$ cat config.mk
export PLATFORM = sky130hd
export DESIGN_NAME = wb_arbiter
export DESIGN_NICKNAME = d
export VERILOG_FILES = /design/src/rtl/wb_arbiter.sv
export SDC_FILE = /design/constraint.sdc
export NUM_CORES = 2
export LEC_CHECK = 0
export CORE_MARGIN = 4
export CORE_UTILIZATION = 65
export CTS_CLUSTER_SIZE = 10
export DETAILED_ROUTE_END_ITERATION = 6
export PLACE_DENSITY = 0.86
export SYNTH_ARGS = -nofsm -noshare
export SYNTH_HDL_FRONTEND = slang
export SYNTH_SLANG_ARGS = --single-unit
$ cat constraint.sdc
create_clock -name clk -period 16.6 [get_ports clk]
set_clock_uncertainty 0.15 [all_clocks]
set_input_delay 1.66 -clock clk [delete_from_list [all_inputs] [get_ports clk]]
set_output_delay 1.66 -clock clk [all_outputs]
set_load 0.005 [all_outputs]
$ cat src/rtl/wb_arbiter.sv
// wb_arbiter: per-channel result FIFOs merged onto N_WPORT register-file
// write ports. Round-robin grant, never two writes to the same nonzero rd
// in one cycle, per-channel order preserved.
module wb_arbiter #(
  parameter int N_SRC   = 4,
  parameter int DEPTH   = 4,
  parameter int N_WPORT = 2,
  parameter int XLEN    = 32
) (
  input  logic                    clk,
  input  logic                    rstn,
  input  logic                    flush,
  input  logic [N_SRC-1:0]        src_valid,
  output logic [N_SRC-1:0]        src_ready,
  input  logic [N_SRC*5-1:0]      src_rd,
  input  logic [N_SRC*XLEN-1:0]   src_data,
  output logic [N_WPORT-1:0]      reg_write_w,
  output logic [N_WPORT*5-1:0]    rd_w,
  output logic [N_WPORT*XLEN-1:0] result_w,
  output logic [N_SRC-1:0]        pending
);

  localparam int AW = $clog2(DEPTH);
  localparam int SW = $clog2(N_SRC);
  localparam logic [AW:0] FULL = (AW+1)'(DEPTH);

  logic [4:0]      mem_rd   [N_SRC][DEPTH];
  logic [XLEN-1:0] mem_data [N_SRC][DEPTH];
  logic [AW-1:0]   wr_ptr   [N_SRC];
  logic [AW-1:0]   rd_ptr   [N_SRC];
  logic [AW:0]     count    [N_SRC];
  logic [SW-1:0]   rr_ptr;
  logic [SW-1:0]   rr_next;

  logic [N_SRC-1:0]   push;
  logic [N_SRC-1:0]   grant;
  logic [N_WPORT-1:0] port_valid;
  logic [4:0]         port_rd   [N_WPORT];
  logic [XLEN-1:0]    port_data [N_WPORT];

  int unsigned n_grant;
  int unsigned idx;
  int unsigned last_idx;
  logic        conflict;
  logic        any_grant;
  logic [4:0]  head_rd;

  // Channel status derived from registered occupancy only
  always_comb begin
    src_ready = '0;
    pending   = '0;
    push      = '0;
    for (int unsigned i = 0; i < N_SRC; i++) begin
      src_ready[i] = (count[i] != FULL);
      pending[i]   = (count[i] != '0);
      push[i]      = src_valid[i] && (count[i] != FULL);
    end
  end

  // Round-robin search from rr_ptr; fill ports in search order, skipping
  // heads whose nonzero rd is already granted this cycle
  always_comb begin
    grant      = '0;
    port_valid = '0;
    for (int unsigned p = 0; p < N_WPORT; p++) begin
      port_rd[p]   = '0;
      port_data[p] = '0;
    end
    n_grant   = 0;
    last_idx  = 0;
    any_grant = 1'b0;
    idx       = 0;
    conflict  = 1'b0;
    head_rd   = '0;
    for (int unsigned k = 0; k < N_SRC; k++) begin
      idx = 32'(rr_ptr) + k;
      if (idx >= N_SRC) idx = idx - N_SRC;
      head_rd  = mem_rd[idx][rd_ptr[idx]];
      conflict = 1'b0;
      for (int unsigned p = 0; p < N_WPORT; p++) begin
        if (p < n_grant && head_rd != 5'd0 && port_rd[p] == head_rd) conflict = 1'b1;
      end
      if (count[idx] != '0 && n_grant < N_WPORT && !conflict) begin
        grant[idx]          = 1'b1;
        port_valid[n_grant] = 1'b1;
        port_rd[n_grant]    = head_rd;
        port_data[n_grant]  = mem_data[idx][rd_ptr[idx]];
        n_grant             = n_grant + 1;
        last_idx            = idx;
        any_grant           = 1'b1;
      end
    end
    rr_next = rr_ptr;
    if (any_grant) rr_next = (last_idx + 1 == N_SRC) ? '0 : SW'(last_idx + 1);
  end

  // FIFO pointers, occupancy and round-robin pointer; flush keeps rr_ptr
  always_ff @(posedge clk or negedge rstn) begin
    if (!rstn) begin
      for (int unsigned i = 0; i < N_SRC; i++) begin
        wr_ptr[i] <= '0;
        rd_ptr[i] <= '0;
        count[i]  <= '0;
      end
      rr_ptr <= '0;
    end else if (flush) begin
      for (int unsigned i = 0; i < N_SRC; i++) begin
        wr_ptr[i] <= '0;
        rd_ptr[i] <= '0;
        count[i]  <= '0;
      end
    end else begin
      for (int unsigned i = 0; i < N_SRC; i++) begin
        if (push[i])  wr_ptr[i] <= wr_ptr[i] + 1'b1;
        if (grant[i]) rd_ptr[i] <= rd_ptr[i] + 1'b1;
        if (push[i] && !grant[i])      count[i] <= count[i] + 1'b1;
        else if (!push[i] && grant[i]) count[i] <= count[i] - 1'b1;
      end
      rr_ptr <= rr_next;
    end
  end

  // FIFO storage write
  always_ff @(posedge clk) begin
    for (int unsigned i = 0; i < N_SRC; i++) begin
      if (push[i] && !flush) begin
        mem_rd[i][wr_ptr[i]]   <= src_rd[i*5 +: 5];
        mem_data[i][wr_ptr[i]] <= src_data[i*XLEN +: XLEN];
      end
    end
  end

  // Registered write ports; rd_w/result_w hold when a port is not granted
  always_ff @(posedge clk or negedge rstn) begin
    if (!rstn) begin
      reg_write_w <= '0;
      rd_w        <= '0;
      result_w    <= '0;
    end else if (flush) begin
      reg_write_w <= '0;
    end else begin
      for (int unsigned p = 0; p < N_WPORT; p++) begin
        reg_write_w[p] <= port_valid[p] && (port_rd[p] != 5'd0);
        if (port_valid[p]) begin
          rd_w[p*5 +: 5]           <= port_rd[p];
          result_w[p*XLEN +: XLEN] <= port_data[p];
        end
      end
    end
  end

endmodule
## Yosys cells after proc, flatten, opt, wreduce, memory -nomap -nowiden

Memory sizes are Yosys's and may differ from the RTL's.
Index checks and enable logic that the tools add are counted.

- $add $sub $neg: 26
- Magnitude comparators: 49
- Equality and inequality tests: 10
- Mux-type cells: 165
- Bitwise gates (word level): 22
- Reduce and logical (&&, ||, !) cells: 91

Operator list:

| kind | number |
|---|---|
| 32-bit 2-to-1 mux | 26 |
| 128-bit 2-to-1 mux | 4 |
| 32-bit binary-select mux with 2-bit select | 4 |
| 32-bit demux with 2-bit select | 4 |
| 32-bit inverter with 33-bit output | 7 |
| 32-bit by 1-bit greater-or-equal comparator with 1-bit output, second input constant | 7 |
| 64-bit bitwise mux | 3 |
| 1-bit by 32-bit less-than comparator with 1-bit output, first input constant | 6 |
| 32-bit by 2-bit less-than comparator with 1-bit output, second input constant | 6 |
| 64-bit 2-to-1 mux | 3 |
| 33-bit by 3-bit greater-or-equal comparator with 1-bit output, second input constant | 4 |
| 32-bit by 3-bit less-than comparator with 1-bit output, second input constant | 4 |
| 33-bit by 2-bit greater-or-equal comparator with 1-bit output, second input constant | 3 |
| 33-bit by 1-bit less-than comparator with 1-bit output, second input constant | 3 |
| 32-bit by 1-bit adder with 32-bit output, second input constant | 3 |
| 32-bit demux with 1-bit select | 3 |
| 20-bit 2-to-1 mux | 4 |
| 5-bit 2-to-1 mux | 16 |
| 1-bit logical AND | 50 |
| 3-bit 2-to-1 mux | 16 |
| 2-bit 2-to-1 mux | 21 |
| 5-bit binary-select mux with 2-bit select | 4 |
| 5-bit demux with 2-bit select | 4 |
| 3-bit nonzero test | 12 |
| other kinds (34) | 146 |

- Bits in registers: 106
- RAM bits: 592
- Input port bits: 155
- Output and inout port bits: 84
- Logic and storage cells: 383
- Memories kept: 2

Memories:

| memory | words | bits a word | rd ports | clocked after Yosys merged registers in | write ports | line | text |
|---|---|---|---|---|---|---|---|
| mem_data | 4 | 128 | 4 | 0 | 4 | 28 | `logic [XLEN-1:0] mem_data [N_SRC][DEPTH];` |
| mem_rd | 4 | 20 | 4 | 0 | 4 | 27 | `logic [4:0] mem_rd [N_SRC][DEPTH];` |

## Logic depth before layout (Yosys ltp)

- Word-level depth: 39
- Depth in mapped cells: 35
- Depth with buffers taken out: 23

## Worst setup path after synthesis

OpenSTA, ideal clock, no wires.

- Path type: register to register
- From: register rr_ptr[0]
- To: register count[2] (netlist name)
- Setup time: 0.132 ns
- Arrival time: 8.695 ns
- Required time: 16.318 ns
- Slack: 7.623 ns
- Cell stages (with the launch flop): 33
- Buffers on the path: 11
- Period minus slack after synthesis: 8.977 ns
- Cell sequence: dfrtp_1 -> buf_4 -> inv_1 -> buf_2 -> clkbuf_1 -> buf_1 -> buf_1 -> clkbuf_1 -> ha_1 -> buf_2 -> buf_1 -> mux4_2 -> a311o_1 -> nor2_1 -> xor2_1 -> nor4_2 -> a21oi_1 -> ha_1 -> clkbuf_1 -> or4_1 -> clkbuf_1 -> o32ai_1 -> xnor2_1 -> a2111o_1 -> o41ai_2 -> buf_2 -> o31a_2 -> and3_1 -> fa_1 -> or2_2 -> mux2i_1 -> xnor2_1 -> nor2_1

- Word-level cells in the longest chain between the ends: 39
- Elaborated cells between the ends (all ways): 164
- Classes of those cells: add/sub: 9; order compare: 25; eq/ne: 5; mux: 72; bitwise: 13; reduce/logical: 39; memory: 1

RTL lines:

| what | line | text |
|---|---|---|
| start, declared | 32 | `logic [SW-1:0] rr_ptr;` |
| start signal, assigned | 119 | `rr_ptr <= rr_next;` |
| parallel branches: the longest is 34 deep, another holds 1-bit by 32-bit less-than comparator with 1-bit output | -- |  |
| 4-bit 2-to-1 mux (*) | 83 | `if (count[idx] != '0 && n_grant < N_WPORT && !conflict) begin` |
| 1-bit logical NOT | 116 | `if (push[i] && !grant[i]) count[i] <= count[i] + 1'b1;` |
| 1-bit logical AND | 116 |  |
| 3-bit 2-to-1 mux | 116 |  |
| 12-bit 2-to-1 mux | 106 | `end else if (flush) begin` |
| end signal, assigned by index | 116 |  |
| end signal, assigned by index | 117 | `else if (!push[i] && grant[i]) count[i] <= count[i] - 1'b1;` |
| end, declared | 31 | `logic [AW:0] count [N_SRC];` |

Every way passes the cells marked *. The select of a mux whose other input is x is not followed.
A chain may end at the register's enable or synchronous reset.

## Worst setup path in the final report

- From: register rr_ptr[1]
- To: register result_w[37]

- Word-level cells in the longest chain between the ends: 36
- Elaborated cells between the ends (all ways): 179
- Classes of those cells: add/sub: 9; order compare: 25; eq/ne: 5; mux: 88; bitwise: 14; reduce/logical: 36; memory: 2

RTL lines:

| what | line | text |
|---|---|---|
| parallel branches: the longest is 36 deep, another holds 1-bit by 32-bit less-than comparator with 1-bit output | -- |  |
| end signal, assigned by index | 146 | `result_w[p*XLEN +: XLEN] <= port_data[p];` |
| end, declared | 19 | `output logic [N_WPORT*XLEN-1:0] result_w,` |

Parallel ways; which one is timed is not known. The select of a mux whose other input is x is not followed.

==> impl_metrics.tcl <==
set metrics [dict create \
    yosys_most_used_dff "edfxtp_1" \
    drtAntennaViolNets 0 \
    hold_buffers 0 \
    via_count_of_the_first_global_routing_pass 33000 \
    num_io_pins 239 \
    grt_use_met1_pct 54.8 \
    hold-worst-slack_ns 0.346 \
    grt_antenna_before_repair 9 \
    layout.nets 2992 \
    crit_slowest_cell "nor4_2" \
    core_um2 66200 \
    final_worst_path_period_share_pct 63.6 \
    dpl.hpwl_um 84100 \
    number_of_enable_flip_flop_cells_after_synthesis 592 \
    final.setup.tns_ns 0 \
    maxCapViolations 0 \
    worst-path-max-fanout 75 \
    post_synth_instance_area_um2 43700 \
    area_growth_syn_to_layout_pct 12.6 \
    drt-total-wl_um 150000 \
    die_width_um 267 \
    grt_util_all_layers_pct 42.7 \
    max_slew_headroom_at_the_worst_pin_pct 14.0 \
    syn_avg_cell_area_um2 16.3 \
    timing.critical_path.to_type "register" \
    drive_above_1_share_pct 32.3 \
    placed_insts 3591 \
    synth.yosys.warnings 0 \
    crit_family "buffers and inverters" \
    post_cts_gate_resize_count 0 \
    clock_sink_count 698 \
    clock_path_buffers 3 \
    timing.critical_path.required_ns 16.92 \
    timing_max_transition_violations_final 0 \
    grt-ovfl-total 0 \
    globalplace.congestion 1.00 \
    initial_core_util_pct 66.0 \
    clock_latency_ns 0.65 \
    timing.final.crit_period_ns 10.55 \
    globalRoute.busiestLayer "met2" \
    post_synth_inst_count 2678 \
    hold_viol_final 0 \
    setup_viol 0 \
    floorplan.die_area_um2 71400 \
    synth_cell_types 85 \
    fillers 3648 \
    total_number_of_vias 32200 \
    min_path_type "reg2reg" \
    ys_async_sr_fraction_pct 15.2 \
    grt_use_met3_pct 16.2 \
    setup_repair_after_global_routing_missed_its_margin "false" \
    instances_no_fill 3750 \
    postCtsSetupRepairBufs 0 \
    port_buffers 238 \
    num_rows 94 \
    clk_root_buffer_cell "clkbuf_16" \
    floorplan.die.height_um 267 \
    clock_tree_from_tritoncts "built" \
    max_stage_delay_ns 0.85 \
    outcome "complete, but fails checks" \
    h-tree-depth 3 \
    cts_inserted_buffers 82 \
    ys_seq_area_share_pct 46.8 \
    drt_iter0_markers 6003 \
    setup.worst_path.start_class "register" \
    grt_pass1_wl_um 220000 \
    worstMarginPinSlew_ns 1.29 \
    failing_checks "design-rule violations" \
    synth_nets 2859 \
    clk_pin_slew_worst_paths_ns 0.07 \
    achievable-frequency_mhz 94.8 \
    cp.arrival_ns 10.87 \
    crit_chain "inv_1 -> ha_4 -> clkinv_1 -> mux2i_4 -> buf_4 -> nand2_1 -> o31a_1 -> xnor2_1 -> nor4_2 -> a21oi_1 -> ha_1 -> nor3_2 -> buf_4 -> a221o_1 -> xor2_1 -> a2111o_1 -> o41ai_2 -> buf_4 -> a211oi_4 -> buf_4 -> o31ai_4 -> buf_4 -> o21ai_0" \
    timing.setup.critical_path_class "reg2reg" \
    path_buf_inv 7 \
    avgViaCountPerCell 8.58 \
    grt_max_degree 145 \
    synth-seq-cells 698 \
    drt-wirelength-per-cell_um 40.0 \
    met2_track_usage_gr_pct 63.1 \
    timing.critical_path.mode_cell "buf_4" \
    detail_route.drc_violations 7 \
    drt-pass1-iter-count 7 \
]
path summary, 6_finish.rpt:
kind / startpoint / endpoint / slack (ns) / cells after the start
worst max-delay path: rr_ptr[1] / result_w[37] / 6.05 / 23
worst min-delay path: result_w[9] / result_w[9] / 0.35 / 2
worst max register to register: rr_ptr[1] / result_w[37] / 6.05 / 23
worst min register to register: result_w[9] / result_w[9] / 0.35 / 2
max in group asynchronous: rstn / rr_ptr[0] / 13.88 / 2
min in group asynchronous: rstn / result_w[16] / 0.87 / 1
synthesized netlist by cell type (all sizes together) (3+ instances only):
library cell  instances  area share [%]
a2111o                4            0.10
a2111oi               3           0.077
a211oi               20            0.38
a21oi                81            0.93
a221oi                3           0.074
a22o                  3           0.060
a22oi                36            0.62
a311oi                8            0.16
a31o                  4           0.080
a31oi                 7            0.10
and2                 22            0.32
and3                 45            0.64
buf                 118             1.2
clkbuf              134             1.2
dfrtp               106             6.1
edfxtp              592              41
fa                    4            0.18
ha                   22            0.63
inv                  35            0.30
mux2                 24            0.62
mux2i                78             1.9
mux4                693              36
nand2               194             1.7
nand2b                6           0.086
nand3                24            0.27
nand3b               10            0.17
nand4                 8            0.11
nand4b                5            0.10
nor2                103            0.89
nor2b                19            0.27
nor3                 21            0.24
nor4                  6            0.10
nor4b                 6            0.12
nor4bb                8            0.18
o211ai               40            0.69
o21a                  4           0.069
o21ai                56            0.64
o22ai                 6           0.086
o311ai                7            0.14
o31a                  5            0.10
o31ai                36            0.62
or2                   7            0.10
xnor2                25            0.50
xor2                  7            0.14
stage by stage:
stage          util [%]  worst slack (ns)  cell area [um2]
2_1_floorplan         -              7.62            43700
4_1_cts            74.3              6.46            49200
3_5_place_dp       70.7              6.57            46800
3_3_place_gp       70.7              6.73            46800
6_report           74.3              6.05            49200
5_1_grt            74.3              5.75            49200
cell type report:
class                           instances  area [um2]  share of cell area (%)
Inverter                               36         143                   0.290
Timing Repair Buffer                  301        2890                    5.87
Clock inverter                         11         101                   0.206
Antenna cell                           12        30.0                  0.0610
Tap cell                              864        1080                    2.20
Multi-Input combinational cell       1692       22200                    45.2
Clock buffer                          136        2300                    4.67
Sequential cell                       698       20400                    41.5
per-layer routing:
metal / up-vias / part of all wire (%)
li1: 11700 / -
met3: 964 / 17
met1: 15800 / 30
met4: 0 / 7.5
met2: 3676 / 45
met5: - / 0
placed cells by master, fill, tap and decap left out, drive strengths merged, types with 8 or more instances in the layout:
master	instances
xnor2	25
a311oi	8
nand3b	10
o211ai	40
a211oi	20
edfxtp	592
a22oi	36
mux2	24
nand3	24
nor4bb	8
o31ai	36
nand2	194
a21oi	81
nor3	21
nand4	8
clkinv	8
inv	39
o21ai	56
buf	64
nor2	103
and2	22
nor2b	19
clkdlybuf4s50	237
mux4	693
clkbuf	136
ha	22
diode	12
dfrtp	106
and3	45
mux2i	78
sequential cells by signal, summed over array words and instances, names as in the netlist:
name / cells
count: 12
mem_data: 512
mem_rd: 80
rd_ptr: 8
rd_w: 10
reg_write_w: 2
result_w: 64
rr_ptr: 2
wr_ptr: 8
logic make-up after synthesis:
family / after synthesis / share of synthesized area [%]
AOI/OAI and AO/OA: 343 / 5.36
xor gates and xnor gates: 32 / 0.641
adders and majority gates: 26 / 0.813
buffers and inverters: 288 / 2.67
DFF: 698 / 46.8
muxes: 795 / 38.2
and+or+nand+nor: 496 / 5.53
worst min-delay path, delay by kind of cell, from the launching register on:
family,cells,cell delay (ns)
simple gates,1,0.05
compound gates,1,0.06
flops,1,0.35
Power is left out: the tool's default activity adds up to more than one toggle a clock period on the data nets, which glitch-free logic cannot reach.
